--- src/rtl/alu_issue_pkg.sv ---
// Shared definitions for the ALU issue slice: widths, FSM encoding and the
// layout of one queued instruction.
package alu_issue_pkg;

  localparam int DATA_W     = 18;
  localparam int REG_AW     = 3;
  localparam int FIFO_DEPTH = 4;
  localparam int SEL_W      = 2;

  // Sequencer state encoding (2 bits, one state per pipeline step).
  localparam logic [1:0] ST_IDLE = 2'd0;
  localparam logic [1:0] ST_OPER = 2'd1;
  localparam logic [1:0] ST_EXEC = 2'd2;
  localparam logic [1:0] ST_WB   = 2'd3;

  // One queued instruction, MSB first: {sel, rd, ra, rb, mov, imm}.
  typedef struct packed {
    logic [SEL_W-1:0]  sel;
    logic [REG_AW-1:0] rd;
    logic [REG_AW-1:0] ra;
    logic [REG_AW-1:0] rb;
    logic              mov;
    logic [DATA_W-1:0] imm;
  } issue_entry_t;

  localparam int ENTRY_W = $bits(issue_entry_t);  // 30 bits

endpackage

--- src/rtl/issue_fifo.sv ---
// In-order instruction queue: synchronous push/pop, occupancy counter to
// tell full from empty, pointers wrapping modulo DEPTH.
module issue_fifo #(
  parameter int WIDTH = 30,
  parameter int DEPTH = 4
) (
  input  logic             clk,
  input  logic             rst,
  input  logic             push,
  input  logic             pop,
  input  logic [WIDTH-1:0] din,
  output logic [WIDTH-1:0] dout,
  output logic             full,
  output logic             empty
);

  localparam int PTR_W = (DEPTH > 1) ? $clog2(DEPTH) : 1;
  localparam int CNT_W = $clog2(DEPTH) + 1;

  logic [WIDTH-1:0] mem [DEPTH];
  logic [PTR_W-1:0] wr_ptr;
  logic [PTR_W-1:0] rd_ptr;
  logic [CNT_W-1:0] count;
  logic             do_push;
  logic             do_pop;

  assign do_push = push && !full;
  assign do_pop  = pop && !empty;
  assign full    = (count == CNT_W'(DEPTH));
  assign empty   = (count == '0);
  assign dout    = mem[rd_ptr];

  function automatic logic [PTR_W-1:0] next_ptr(input logic [PTR_W-1:0] p);
    return (p == PTR_W'(DEPTH - 1)) ? '0 : p + PTR_W'(1);
  endfunction

  // Storage write port.
  // NOTE: storage has no reset; the occupancy counter alone decides what is valid.
  always_ff @(posedge clk) begin
    if (do_push) mem[wr_ptr] <= din;
  end

  // Pointer and occupancy update; push and pop on one edge both apply.
  always_ff @(posedge clk) begin
    if (rst) begin
      wr_ptr <= '0;
      rd_ptr <= '0;
      count  <= '0;
    end else begin
      if (do_push) wr_ptr <= next_ptr(wr_ptr);
      if (do_pop)  rd_ptr <= next_ptr(rd_ptr);
      case ({do_push, do_pop})
        2'b10:   count <= count + CNT_W'(1);
        2'b01:   count <= count - CNT_W'(1);
        default: count <= count;
      endcase
    end
  end

endmodule

--- src/rtl/alu_issue.sv ---
// Serialized ALU issue stage: queues instructions, reads operands into the
// registered ALU inputs, captures the ALU (or immediate) result and writes it
// back to an 8-entry register file whose R0 is hard-wired to zero.
module alu_issue #(
  parameter int DATA_W     = alu_issue_pkg::DATA_W,
  parameter int REG_AW     = alu_issue_pkg::REG_AW,
  parameter int FIFO_DEPTH = alu_issue_pkg::FIFO_DEPTH
) (
  input  logic              clk,
  input  logic              rst,
  input  logic              in_valid,
  output logic              in_ready,
  input  logic [1:0]        in_sel,
  input  logic [REG_AW-1:0] in_rd,
  input  logic [REG_AW-1:0] in_ra,
  input  logic [REG_AW-1:0] in_rb,
  input  logic              in_mov,
  input  logic [DATA_W-1:0] in_imm,
  output logic [DATA_W-1:0] alu_a,
  output logic [DATA_W-1:0] alu_b,
  output logic [1:0]        alu_sel,
  input  logic [DATA_W-1:0] alu_c,
  input  logic              alu_z,
  output logic              wr_done,
  output logic              flag_z,
  output logic              busy,
  input  logic [REG_AW-1:0] dbg_addr,
  output logic [DATA_W-1:0] dbg_data
);

  import alu_issue_pkg::*;

  localparam int NUM_REGS = 1 << REG_AW;

  issue_entry_t      push_entry;
  issue_entry_t      head;
  logic              fifo_full;
  logic              fifo_empty;
  logic              fifo_push;
  logic              fifo_pop;

  logic [1:0]        state;
  logic [REG_AW-1:0] rd_q;
  logic              mov_q;
  logic [DATA_W-1:0] imm_q;
  logic [DATA_W-1:0] result;
  logic              zf;
  logic [DATA_W-1:0] regs [NUM_REGS];
  logic [DATA_W-1:0] ra_val;
  logic [DATA_W-1:0] rb_val;

  assign push_entry = '{sel: in_sel, rd: in_rd, ra: in_ra, rb: in_rb,
                        mov: in_mov, imm: in_imm};
  assign in_ready   = !fifo_full;
  assign fifo_push  = in_valid && in_ready;
  assign fifo_pop   = (state == ST_IDLE) && !fifo_empty;
  assign busy       = (state != ST_IDLE) || !fifo_empty;

  issue_fifo #(
    .WIDTH (ENTRY_W),
    .DEPTH (FIFO_DEPTH)
  ) u_fifo (
    .clk   (clk),
    .rst   (rst),
    .push  (fifo_push),
    .pop   (fifo_pop),
    .din   (push_entry),
    .dout  (head),
    .full  (fifo_full),
    .empty (fifo_empty)
  );

  // Register-file read ports: operands for the head entry and the debug port.
  // NOTE: every output of an always_comb is assigned on every path, so no latch is inferred.
  always_comb begin
    ra_val   = (head.ra == '0) ? '0 : regs[head.ra];
    rb_val   = (head.rb == '0) ? '0 : regs[head.rb];
    dbg_data = (dbg_addr == '0) ? '0 : regs[dbg_addr];
  end

  // Sequencer: pop -> operands, capture result, write back, return to idle.
  // NOTE: state is updated with <= so every branch sees the pre-edge values.
  always_ff @(posedge clk) begin
    if (rst) begin
      state   <= ST_IDLE;
      alu_a   <= '0;
      alu_b   <= '0;
      alu_sel <= '0;
      rd_q    <= '0;
      mov_q   <= 1'b0;
      imm_q   <= '0;
      result  <= '0;
      zf      <= 1'b0;
      flag_z  <= 1'b0;
      wr_done <= 1'b0;
      // The register file is architecturally visible, so it is cleared too.
      for (int i = 0; i < NUM_REGS; i++) regs[i] <= '0;
    end else begin
      wr_done <= 1'b0;
      case (state)
        ST_IDLE: begin
          if (!fifo_empty) begin
            state   <= ST_OPER;
            alu_a   <= ra_val;
            alu_b   <= rb_val;
            alu_sel <= head.sel;
            rd_q    <= head.rd;
            mov_q   <= head.mov;
            imm_q   <= head.imm;
          end
        end
        ST_OPER: begin
          state  <= ST_EXEC;
          result <= mov_q ? imm_q : alu_c;
          zf     <= mov_q ? (imm_q == '0) : alu_z;
        end
        ST_EXEC: begin
          state   <= ST_WB;
          if (rd_q != '0) regs[rd_q] <= result;
          flag_z  <= zf;
          wr_done <= 1'b1;
        end
        default: state <= ST_IDLE;
      endcase
    end
  end

endmodule
--- config.mk ---
export PLATFORM = sky130hd
export DESIGN_NAME = alu_issue
export DESIGN_NICKNAME = d
export VERILOG_FILES = /design/src/rtl/alu_issue_pkg.sv /design/src/rtl/issue_fifo.sv /design/src/rtl/alu_issue.sv
export SDC_FILE = /design/constraint.sdc
export NUM_CORES = 1
export LEC_CHECK = 0
export ABC_AREA = 1
export BUFFER_PORTS_ARGS = -buffer_cell sky130_fd_sc_hd__buf_2
export CAP_MARGIN = 20
export CORE_MARGIN = 8
export CORE_UTILIZATION = 51
export DETAILED_ROUTE_END_ITERATION = 7
export MAX_ROUTING_LAYER = met4
export PLACE_DENSITY = 0.7
export SYNTH_ARGS = -nofsm -noshare
export SYNTH_HDL_FRONTEND = slang
export SYNTH_HIERARCHICAL = 1
export SYNTH_SLANG_ARGS = --single-unit
export TNS_END_PERCENT = 30
--- constraint.sdc ---
create_clock -name clk -period 2.62 [get_ports clk]
set_input_delay 0.131 -clock clk [delete_from_list [all_inputs] [get_ports clk]]
set_output_delay 0.131 -clock clk [all_outputs]
set_load 0.01 [all_outputs]
==> metrics.cfg <==
[hold_path]
hp-class = in -> reg
holdPathStages = 5

[cts]
ctsHoldBuffers = 39
cts_resized = 0
cts.sinks = 356
insertion_delay_ns = 0.52
cts_root_buf = clkbuf_16
htreeDepth = 2
cts_tree = yes
numCtsBuffers = 38
ctsLongestPathBuffers = 3
clk_pin_slew_ns = 0.06
post_cts_buffers = 0

[drt]
first_pass_iters = 6
initialDrtViolationCount = 1667
routed_wl_mm = 54.75
via_per_inst = 5.604
ant_nets = 0
drc = 0
num_vias = 14879
wire_per_inst_um = 20.62

[setup_path]
end_kind = register
worstPathRequired_ns = 3.03
crit_arrival_ns = 2.84
r2r_cells = 10
crit_path_start_kind = register
path_max_fanout = 29
path_class = reg -> reg

[final_layout]
syn2layout_area_growth_pct = 16.16
multi_input_area_um2 = 6146
nNetsFinal = 2244
regArea_um2 = 9771
mostFrequentLayoutCells = nand2_1, nor2_1, edfxtp_1
drive_above_1_share_pct = 12.10
layout_commonest_cell = nand2_1
n_fill_cell = 2968

[timing]
fin_crit_ns = 2.429
slew_violations = 0
slew_headroom_pct = 55.38
period_share_pct = 92.73
setup_viol = 0
setup_ws_ns = 0.1906
tightest_slew_ns = 0.6669
fmax_mhz = 411.6
rsz0062_at_grt = false
finalHoldViolations = 0
fin_hold_ws_ns = 0.01085
tns_ns = 0
skew_ns = 0.01211

[power]
finalPower_mw = 23.17
netSwitchingFraction_pct = 43.34
internal-power_mw = 13.13
p_clk_share_pct = 22.7
p_per_area_nw_per_um2 = 1163
vdd_drop_max_mv = 1.253
power_frac_seq_pct = 32.7
p_sw_mw = 10.04
combPwrFrac_pct = 44.6
total_leakage_power_nw = 8.423

[floorplan]
die-area_um2 = 39780
initial_utilization_pct = 51.44
core_um2 = 33360
dieWidth_um = 199.4
row_count = 67
boundaryPins = 115
dieHeight_um = 199.4

[global_route]
grt_pass1_vias = 14017
grt_max_degree = 90
grt_pass1_wl_mm = 82.64
grtUsageTotal_pct = 28.03
antenna_found_initial = 1
grt_overflow = 0

[synthesis]
syn-cell-area_um2 = 17160
synth_largest_area_cell = edfxtp_1
synth_warnings = 6
synthCells = 2018
netlist.area_leader.share_pct = 46.19
yosysUniqueCellTypes = 33
synth_area_leaders = edfxtp_1, dfxtp_1, nand2_1
syn_area_per_cell_um2 = 8.504
ys_seq_area_share_pct = 56.93
yosys_register_bits = 356

[placed_design]
portBuffers = 114
gp_congestion = 0.9632
pre_cts_ws_ns = 0.3124
hpwl_mm = 35.55

[outcome]
status = complete, no violations

[run]
drv_cap = 0

-- synthesized netlist by cell type, drive strengths merged --
master,number
nand2,469
nor2,382
edfxtp,264
o21ai,186
inv,181
nand3,142
a21oi,96
dfxtp,92
buf,81
clkbuf,37
o211ai,34
o22ai,30
ha,10
clkinv,4
nor3,4
nand3b,2
conb,1
fa,1
nand4,1
o221ai,1
-- routing by layer --
layer | vias to the layer above | track usage (%) | share of wire [%]
li1 | 6955 | - | -
met1 | 6910 | 36.61 | 40
met2 | 873 | 43.51 | 46
met3 | 141 | 4.631 | 10
met4 | 0 | 11.04 | 3.9
met5 | - | - | 0
-- layout make-up --
| class | count | share of cell area (%) |
|---|---|---|
| timing repair buffer | 221 | 7.758 |
| antenna | 1 | 0.01255 |
| multi-input combinational | 1376 | 30.83 |
| tap | 448 | 2.812 |
| clock inverter | 14 | 0.7218 |
| inverter | 185 | 3.521 |
| sequential | 356 | 49.01 |
| clock buffer | 54 | 5.329 |
-- stage by stage --
| stage | std cells | util [%] | area (µm²) |
|---|---|---|---|
| after floorplan | 2035 | - | 17230 |
| after global placement | 2547 | 54.95 | 18340 |
| after detailed placement | 2547 | 54.95 | 18340 |
| after CTS | 2654 | 59.74 | 19930 |
| after global routing | 2655 | 59.75 | 19930 |
| final | 2655 | 59.75 | 19930 |
-- power by group through the flow --
stage	logic (mW)	registers [mW]	clock network [mW]
after global routing	11.3	7.66	5.52
final	10.3	7.59	5.25
after floorplan	6.80	7.49	0
after CTS	10.2	7.56	5.29
after global placement	9.93	7.66	0
after detailed placement	10.0	7.67	0
-- sequential cells by signal, indices dropped and copies added (netlist names), named ones only --
register / cells
rd_q: 3
result: 18
flag_z: 1
alu_sel: 2
regs: 144
zf: 1
u_fifo/wr_ptr: 2
u_fifo/mem: 120
wr_done: 1
alu_b: 18
imm_q: 18
alu_a: 18
mov_q: 1
state: 2
u_fifo/rd_ptr: 2
u_fifo/count: 3
-- worst max-delay path: stages (launching register included) --
cell and delay [ns]:
dfxtp_2 0.55, inv_8 0.14, nor2_1 0.14, o22ai_1 0.13
nand2_1 0.09, clkinv_1 0.46, buf_4 0.39, nand3_1 0.08
nand2_1 0.11, nor2_1 0.14, a21oi_1 0.07
-- path summary, 6_finish.rpt --
kind                                 from    endpoint  slack, ns
worst max-delay path             register   alu_b[13]       0.19
worst max register to register   register   alu_b[13]       0.19
worst min-delay path            alu_c[10]  result[10]       0.01
worst min register to register  imm_q[16]   imm_q[16]       0.47
-- kinds of logic after synthesis --
group                      after synthesis  synth area share [%]
buffers and inverters                  303                 7.925
and+or+nand+nor                       1000                 23.43
other                                    1               0.02185
AOI/OAI and AO/OA                      347                 10.86
adders and majority gates               11                0.8457
DFF                                    356                 56.93
Power figures use the tool's default switching activity.
